### src/rtl/stream_pkg.sv
// Shared types and helpers for the bipolar stream-to-binary path.
// Holds the window FSM state encoding and the bipolar result offset.
package stream_pkg;

    typedef enum logic [1:0] {
        IDLE = 2'd0,
        ACC  = 2'd1,
        HOLD = 2'd2
    } state_e;

    function automatic int result_offset(input int width);
        return 32'sd1 << (width - 32'sd1);
    endfunction

endpackage

### src/rtl/bi_stream_to_binary_if.sv
// Handshake bundle between a bipolar bitstream source, the window counter
// and the consumer of the signed binary result.
interface bi_stream_to_binary_if #(
    parameter int WIDTH = 8
);
    logic             start;
    logic             in;
    logic             in_valid;
    logic             in_ready;
    logic [WIDTH:0]   out;
    logic             out_valid;
    logic             out_ready;
    logic             busy;

    modport master (
        output start, in, in_valid, out_ready,
        input  in_ready, out, out_valid, busy
    );

    modport slave (
        input  start, in, in_valid, out_ready,
        output in_ready, out, out_valid, busy
    );
endinterface

### src/rtl/bi_stream_to_binary_ones_window_counter.sv
// Sample and ones counters for one window of 2^WIDTH accepted samples.
// The sample counter wraps to zero naturally on the last accepted sample.
module ones_window_counter #(
    parameter int WIDTH = 8
) (
    input  logic           clk,
    input  logic           rst,
    input  logic           clr,
    input  logic           en,
    input  logic           bit_in,
    output logic [WIDTH:0] ones,
    output logic           last
);
    logic [WIDTH-1:0] cnt_r;
    logic [WIDTH:0]   ones_r;

    // Count accepted samples and the ones among them.
    always_ff @(posedge clk) begin
        if (rst) begin
            cnt_r  <= {WIDTH{1'b0}};
            ones_r <= {(WIDTH+1){1'b0}};
        end else if (clr) begin
            cnt_r  <= {WIDTH{1'b0}};
            ones_r <= {(WIDTH+1){1'b0}};
        end else if (en) begin
            cnt_r  <= cnt_r + {{(WIDTH-1){1'b0}}, 1'b1};
            ones_r <= ones_r + {{WIDTH{1'b0}}, bit_in};
        end else begin
            cnt_r  <= cnt_r;
            ones_r <= ones_r;
        end
    end

    assign ones = ones_r;
    assign last = (cnt_r == {WIDTH{1'b1}});
endmodule

### src/rtl/bi_stream_to_binary.sv
// Converts a bipolar unary bitstream into a signed binary value over a
// window of 2^WIDTH accepted samples, returned through valid/ready.
module bi_stream_to_binary
    import stream_pkg::*;
#(
    parameter int WIDTH      = 8,
    parameter bit CONTINUOUS = 1'b0
) (
    input  logic                   clk,
    input  logic                   rst,
    bi_stream_to_binary_if.slave   bus
);
    localparam logic [WIDTH:0] OFFSET = (WIDTH+1)'(result_offset(WIDTH));

    state_e          state_r;
    state_e          state_s;
    logic            accept_s;
    logic            last_s;
    logic            win_done_s;
    logic [WIDTH:0]  ones_s;
    logic [WIDTH:0]  out_r;
    logic            out_valid_r;
    logic            in_ready_r;
    logic            busy_r;

    assign accept_s   = bus.in_valid && in_ready_r;
    assign win_done_s = (state_r == ACC) && accept_s && last_s;

    // Counters stay cleared whenever no window is being accumulated.
    ones_window_counter #(.WIDTH(WIDTH)) u_counter (
        .clk    (clk),
        .rst    (rst),
        .clr    (state_r != ACC),
        .en     (accept_s),
        .bit_in (bus.in),
        .ones   (ones_s),
        .last   (last_s)
    );

    // Window FSM next-state logic.
    always_comb begin
        state_s = state_r;
        case (state_r)
            IDLE: begin
                if (bus.start) state_s = ACC;
                else           state_s = IDLE;
            end
            ACC: begin
                if (win_done_s) state_s = HOLD;
                else            state_s = ACC;
            end
            HOLD: begin
                if (bus.out_ready) state_s = CONTINUOUS ? ACC : IDLE;
                else               state_s = HOLD;
            end
            default: state_s = IDLE;
        endcase
    end

    // State, decoded status flags and the result register.
    always_ff @(posedge clk) begin
        if (rst) begin
            state_r     <= IDLE;
            in_ready_r  <= 1'b0;
            busy_r      <= 1'b0;
            out_r       <= {(WIDTH+1){1'b0}};
            out_valid_r <= 1'b0;
        end else begin
            state_r    <= state_s;
            in_ready_r <= (state_s == ACC);
            busy_r     <= (state_s != IDLE);
            // The final sample is folded in directly; ones_s lags it by one edge.
            if (win_done_s) begin
                out_r       <= ones_s + {{WIDTH{1'b0}}, bus.in} - OFFSET;
                out_valid_r <= 1'b1;
            end else if ((state_r == HOLD) && bus.out_ready) begin
                out_r       <= out_r;
                out_valid_r <= 1'b0;
            end else begin
                out_r       <= out_r;
                out_valid_r <= out_valid_r;
            end
        end
    end

    assign bus.out       = out_r;
    assign bus.out_valid = out_valid_r;
    assign bus.in_ready  = in_ready_r;
    assign bus.busy      = busy_r;
endmodule

### src/flat_wrapper.sv
// flat-port wrapper written by rule: the top's interface ports become plain ports
module bi_stream_to_binary_flat import stream_pkg::*;
#(
    parameter int WIDTH      = 8,
    parameter bit CONTINUOUS = 1'b0
)
  (clk, rst, bus_start, bus_in, bus_in_valid, bus_out_ready, bus_in_ready, bus_out, bus_out_valid, bus_busy);
  bi_stream_to_binary_if #(.WIDTH(WIDTH)) bus_i ();
  input  logic clk;
  input  logic rst;
  input wire logic [$bits(bus_i.start)-1:0] bus_start;
  input wire logic [$bits(bus_i.in)-1:0] bus_in;
  input wire logic [$bits(bus_i.in_valid)-1:0] bus_in_valid;
  input wire logic [$bits(bus_i.out_ready)-1:0] bus_out_ready;
  output wire logic [$bits(bus_i.in_ready)-1:0] bus_in_ready;
  output wire logic [$bits(bus_i.out)-1:0] bus_out;
  output wire logic [$bits(bus_i.out_valid)-1:0] bus_out_valid;
  output wire logic [$bits(bus_i.busy)-1:0] bus_busy;
  assign bus_i.start = bus_start;
  assign bus_i.in = bus_in;
  assign bus_i.in_valid = bus_in_valid;
  assign bus_i.out_ready = bus_out_ready;
  assign bus_in_ready = bus_i.in_ready;
  assign bus_out = bus_i.out;
  assign bus_out_valid = bus_i.out_valid;
  assign bus_busy = bus_i.busy;
  bi_stream_to_binary #(.WIDTH(WIDTH), .CONTINUOUS(CONTINUOUS)) u_core (.clk(clk), .rst(rst), .bus(bus_i));
endmodule
### config.mk
export PLATFORM = sky130hd
export DESIGN_NAME = bi_stream_to_binary_flat
export DESIGN_NICKNAME = d
export VERILOG_FILES = /design/src/rtl/stream_pkg.sv /design/src/rtl/bi_stream_to_binary_if.sv /design/src/rtl/bi_stream_to_binary_ones_window_counter.sv /design/src/rtl/bi_stream_to_binary.sv /design/src/flat_wrapper.sv
export SDC_FILE = /design/constraint.sdc
export NUM_CORES = 1
export LEC_CHECK = 0
export BUFFER_PORTS_ARGS = -buffer_cell sky130_fd_sc_hd__buf_4
export CAP_MARGIN = 20
export CORE_UTILIZATION = 50
export DETAILED_ROUTE_END_ITERATION = 10
export GPL_TIMING_DRIVEN = 0
export PLACE_DENSITY = 0.73
export SYNTH_ARGS = -nofsm -noshare
export SYNTH_HDL_FRONTEND = slang
export SYNTH_SLANG_ARGS = --single-unit
### constraint.sdc
create_clock -name clk -period 1.9 [get_ports clk]
set_clock_uncertainty 0.05 [all_clocks]
set_input_delay 0.475 -clock clk [delete_from_list [all_inputs] [get_ports clk]]
set_output_delay 0.475 -clock clk [all_outputs]
set_load 0.01 [all_outputs]
==> results of run 1 <==
flip-flops by register name (all words and copies together), names as in the netlist:
signal                  count
u_core.u_counter.cnt_r      8
u_core.bus.out_valid        1
u_core.bus.in_ready         1
u_core.bus.out              9
u_core.bus.busy             1
u_core.u_counter.ones       9
u_core.state_r              2
worst max-delay path: stages (launching register included):
cell,delay (ns)
dfxtp_1,0.34
ha_1,0.26
nand3_4,0.14
or3_4,0.41
a211o_1,0.30
a41o_1,0.22
metrics by stage:
step / total power [mW] / cells / TNS (ns)
4_1_cts: 1.26 / 207 / 0
3_3_place_gp: 0.722 / 199 / -0.130
3_5_place_dp: 0.723 / 199 / -0.145
6_report: 1.25 / 209 / 0
2_1_floorplan: 0.701 / 153 / 0
5_1_grt: 1.30 / 209 / 0
worst max path at each step:
stage,from,end,slack (ns),depth (start not counted)
after floorplan,bus_in,u_core.bus.out[8]$_SDFFE_PP0P_,0.05,6
after global placement,bus_in,u_core.bus.out[8]$_SDFFE_PP0P_,-0.13,7
after detailed placement,bus_in,u_core.bus.out[8]$_SDFFE_PP0P_,-0.14,7
after CTS,u_core.u_counter.cnt_r[0]$_SDFFE_PP0N_,u_core.bus.out[6]$_SDFFE_PP0P_,0.005,6
after global routing,u_core.u_counter.ones[0]$_SDFFE_PP0N_,u_core.bus.out[8]$_SDFFE_PP0P_,0.02,5
final,u_core.u_counter.ones[0]$_SDFFE_PP0N_,u_core.bus.out[8]$_SDFFE_PP0P_,0.08,5
cell families after synthesis:
kind of cell / after synthesis / synth area share
multiplexers: 2 / 0.0147
buffers and inverters: 7 / 0.0230
flip-flops: 31 / 0.456
XOR/XNOR: 14 / 0.0901
adder cells (fa/ha/maj): 3 / 0.0276
AO/OA/AOI/OAI: 27 / 0.127
AND/OR/NAND/NOR: 69 / 0.262
area by class of cell:
class,count,area [µm²],share of cell area
Clock buffer,6,51.3,0.0314
Inverter,1,3.75,0.00230
Clock inverter,2,35.0,0.0215
Sequential cell,31,621,0.380
Tap cell,30,37.5,0.0230
Buffer,6,27.5,0.0169
Multi-Input combinational cell,115,722,0.442
Timing Repair Buffer,18,135,0.0828
metal layers:
| layer | wire, µm | GRT usage | part of all wire | vias to the layer above |
|---|---|---|---|---|
| met5 | 0 | 0 | 0 | - |
| met4 | 48 | 0.115 | 0.017 | 0 |
| met3 | 144 | 0.0876 | 0.052 | 4 |
| met2 | 1220 | 0.329 | 0.44 | 25 |
| met1 | 1340 | 0.261 | 0.49 | 530 |
| li1 | - | - | - | 586 |
power by group through the flow:
stage / Clock, mW / Combinational (mW) / Sequential (mW)
global placement: 0 / 0.0465 / 0.675
global route: 0.588 / 0.0524 / 0.662
finish: 0.545 / 0.0480 / 0.660
floorplan: 0 / 0.0250 / 0.676
CTS: 0.553 / 0.0474 / 0.660
detailed placement: 0 / 0.0472 / 0.675
repair_timing:
action	4_1_cts	5_1_grt
setup endpoints to repair	0	4
buffers inserted	0	2
resized for setup	0	2
layout by cell type (no fill, tap or decap), drive strengths merged, types with 6 or more instances in the layout:
cell	netlist	final
xnor2	9	9
a21oi	9	9
dfxtp	31	31
buf	1	19
o21ai	6	6
or3	6	6
nor2	22	22
clkbuf	5	11
nor3	8	8
nand3	7	7
nand2	16	16
==> impl_metrics.toml, run 1 <==
[route]
wl_per_cell_um = 13.2
drcViolationCount = 0
vias_per_cell = 5.48
detail-route-antenna-nets = 0
drt-initial-drc-count = 30
firstDrtPassIters = 4
wirelength_mm = 2.75
dr_total_vias = 1145

[layout]
drive_above_1_share = 0.190
fillCellCount = 208
syn_to_final_growth_pct = 19.9
fin_util = 0.647
diodes = 0
nets = 187
design_area_um2 = 1630

[die]
die_width_um = 54.2
dieArea_um2 = 2940
initial_core_util = 0.540
core-area_um2 = 2520
die_h_um = 54.2
io_pins = 18
rows = 18

[logic_synthesis]
synth_area_um2 = 1360
synth.largest_area_cell = "dfxtp_1"
syn_inst = 153
ys_async_sr_fraction = 0
postSynthNetCount = 162
synth_edf_count = 0
ys_ff_latch = 31
ys.flop_type = "dfxtp_1"
ys_types = 35
synth_area_leaders = "dfxtp_1 (46%), nor2_1 (6.1%), xnor2_1 (5.8%)"
synth-seq-area-share = 0.456
synthTopCellsByCount = "dfxtp_1 (31), nor2_1 (22), nand2_1 (16), a21oi_1 (9), xnor2_1 (9)"
ys_warn_count = 0
synth_area_per_cell_um2 = 8.90
yosysMostFrequentCell = "dfxtp_1"
synth_top_area_frac = 0.456

[placement]
place.gp.congestion = 0.698
dpl_cell_area_um2 = 1520
pre_cts_ws_ns = -0.145
io_buffers = 16
dp_hpwl_mm = 1.88

[global_routing]
grt_pass1_vias = 947
grt_max_degree = 11
grt_pass1_wl_mm = 4.26
antenna_found_initial = 0
overflow = 0
grt.total_usage = 0.218

[worst_setup_path]
r2r_end = "u_core.bus.out[8]$_SDFFE_PP0P_"
cp.arrival_ns = 2.01
r2r-start = "u_core.u_counter.ones[0]$_SDFFE_PP0N_"
critical_path_peak_fanout = 7
required_ns = 2.09
r2r_slack_ns = 0.08
start_kind = "flop"
r2r_cells = 5
cp-end-kind = "flop"
path_class = "flop to flop"

[outcome]
status = "finished, final reports clean"

[clock_tree]
cts_tree = "built"
ctsHoldBuffers = 0
cts_max_level = 2
cts-root-buf = "clkbuf_4"
clk_pin_slew_ns = 0.10
clockBufferDepth = 2
cts_num_sinks = 31
clk_latency_ns = 0.34
cts-buffers-inserted = 5

[sta]
min_period_ns = 1.82
fin_ws_ns = 0.0836
rsz0062_at_grt = "false"
finalSetupViolations = 0
hold_viol_final = 0
holdWs_ns = 0.407
maxSlewViolCount = 0
fmax_ghz = 0.551
worstMarginPinSlew_ns = 0.523
min_period_over_period = 0.956
maxSlewHeadroom = 0.652

[power]
powerDensity_nw_per_um2 = 768
seq_power_share = 0.527
switching_share = 0.215
ir_worst_vdd_mv = 0.866
pwr-share-clk = 0.435
p_int_mw = 0.984
p_leak_nw = 0.569
power.share.combinational = 0.038
switching_power_mw = 0.270

[flow_run]
maxCapViolCount = 0

[worst_hold_path]
min_path_type = "primary input to flop"
holdPathStages = 3
hold_end = "u_core.state_r[1]$_SDFF_PP0_"
hp-start = "bus_out_ready"
Power figures use the tool's default switching activity.
==> inputs of run 2 (changes only) <==
- GPL_TIMING_DRIVEN: 0 -> unset
==> run 2 against run 1 <==
Effect of this change:
- maximum frequency grew 4.5%
- highest routed layer unchanged
- total power decreased by 0.91%
- via count fell by 0.70%
- largest cell class unchanged
==> impl_metrics.toml, run 2 (synthesis gave the netlist of run 1 again) <==
[clock_tree]
clockBufferDepth = 2
cts_max_level = 2
clk_latency_ns = 0.33
cts_tree = "built"
clk_pin_slew_ns = 0.10
cts-root-buf = "clkbuf_4"
cts-buffers-inserted = 5
cts_num_sinks = 31

[layout]
seq_area_um2 = 621
final_common_cell = "dfxtp_1"
layout_common_cells = "dfxtp_1 (31), buf_4 (23), nor2_1 (22), nand2_1 (16)"
multi_input_area_um2 = 709
nets = 187
diodes = 0
drive_above_1_share = 0.207
design_area_um2 = 1650
fillCellCount = 230
syn_to_final_growth_pct = 21.2

[worst_setup_path]
path_class = "flop to flop"
r2r_cells = 4
start_kind = "flop"
cp-end-kind = "flop"
r2r_end = "u_core.state_r[1]$_SDFF_PP0_"
required_ns = 2.09
r2r-start = "u_core.u_counter.cnt_r[0]$_SDFFE_PP0N_"
r2r_slack_ns = 0.16
critical_path_peak_fanout = 4
cp.arrival_ns = 1.93

[power]
p_leak_nw = 0.587
powerDensity_nw_per_um2 = 753
ir_worst_vdd_mv = 0.820

[route]
drt-initial-drc-count = 19
vias_per_cell = 5.44
wl_met2_mm = 1.20
wirelength_mm = 2.73
firstDrtPassIters = 4
wl_met1_mm = 1.34
highest_layer = "met4"
wl_met3_um = 135
dr_total_vias = 1137
detail-route-antenna-nets = 0
wl_per_cell_um = 13.1
drcViolationCount = 0

[sta]
maxSlewViolCount = 0
min_period_over_period = 0.915
hold_viol_final = 0
fin_ws_ns = 0.162
min_period_ns = 1.74
fin_setup_tns_ns = 0
finalSetupViolations = 0
fmax_ghz = 0.575
rsz0062_at_grt = "false"
maxSlewHeadroom = 0.722
worstMarginPinSlew_ns = 0.413

[worst_hold_path]
holdPathStages = 2
min_path_type = "primary input to flop"
hp-start = "rst"
hold_end = "u_core.bus.out_valid$_SDFFE_PP0P_"

[die]
io_pins = 18
die_h_um = 54.2
core-area_um2 = 2520
rows = 18
initial_core_util = 0.540
dieArea_um2 = 2940
die_width_um = 54.2

[placement]
dpl_cell_area_um2 = 1560
io_buffers = 17
dp_hpwl_mm = 1.96
place.gp.congestion = 0.813
pre_cts_ws_ns = -0.0241

[global_routing]
grt_max_degree = 17
grt_pass1_wl_mm = 4.30
grt.total_usage = 0.215
antenna_found_initial = 0
grt_pass1_vias = 970
overflow = 0

[flow_run]
maxCapViolCount = 0

[outcome]
status = "finished, final reports clean"
==> run 2: critical path, cell delays in order (launching register included) <==
cell and delay [ns]:
dfxtp_1 0.38, ha_1 0.21, nand4_1 0.25, or3_1 0.47, a221oi_1 0.28
==> run 2: per-stage QoR <==
| stage | std cells | total power [mW] | hold slack (ns) | utilization |
|---|---|---|---|---|
| 4_1_cts | 208 | 1.25 | 0.379 | 0.651 |
| 3_3_place_gp | 200 | 0.721 | 0.400 | 0.617 |
| 5_1_grt | 209 | 1.29 | 0.385 | 0.654 |
| 2_1_floorplan | 153 | 0.701 | 0.390 | - |
| 3_5_place_dp | 200 | 0.723 | 0.413 | 0.617 |
| 6_report | 209 | 1.24 | 0.393 | 0.654 |
==> run 2: worst max-delay path by stage <==
| stage | depth (start not counted) | end | startpoint |
|---|---|---|---|
| after detailed placement | 7 | u_core.bus.out[8]$_SDFFE_PP0P_ | bus_in |
| after global routing | 6 | u_core.bus.out[0]$_SDFFE_PP0P_ | u_core.u_counter.cnt_r[0]$_SDFFE_PP0N_ |
| after CTS | 4 | u_core.state_r[1]$_SDFF_PP0_ | u_core.u_counter.cnt_r[0]$_SDFFE_PP0N_ |
| after global placement | 7 | u_core.bus.out[8]$_SDFFE_PP0P_ | bus_in |
| final | 4 | u_core.state_r[1]$_SDFF_PP0_ | u_core.u_counter.cnt_r[0]$_SDFFE_PP0N_ |
| after floorplan | 6 | u_core.bus.out[8]$_SDFFE_PP0P_ | bus_in |
==> run 2: routing by layer <==
layer / global-route usage / vias up
li1: - / 596
met1: 0.272 / 507
met2: 0.321 / 26
met3: 0.0621 / 8
met4: 0.128 / 0
met5: 0 / -
==> run 2: cell type report <==
| class | instances | area share |
|---|---|---|
| Clock buffer | 6 | 0.0311 |
| Clock inverter | 2 | 0.0212 |
| Inverter | 1 | 0.00227 |
| Multi-Input combinational cell | 115 | 0.430 |
| Sequential cell | 31 | 0.376 |
| Tap cell | 30 | 0.0227 |
| Timing Repair Buffer | 24 | 0.117 |
==> run 2: power by group <==
group	total [mW]	internal (mW)	switching, mW
clock	0.534	0.311	0.223
sequential	0.660	0.655	0.00551
combinational	0.0478	0.0191	0.0288
total	1.24	0.985	0.257
==> run 2: repair_timing <==
action                     4_1_cts  5_1_grt
resized for setup                0        0
setup endpoints to repair        0        1
hold endpoints to repair         0        0
hold buffers                     0        0
buffers inserted                 0        1
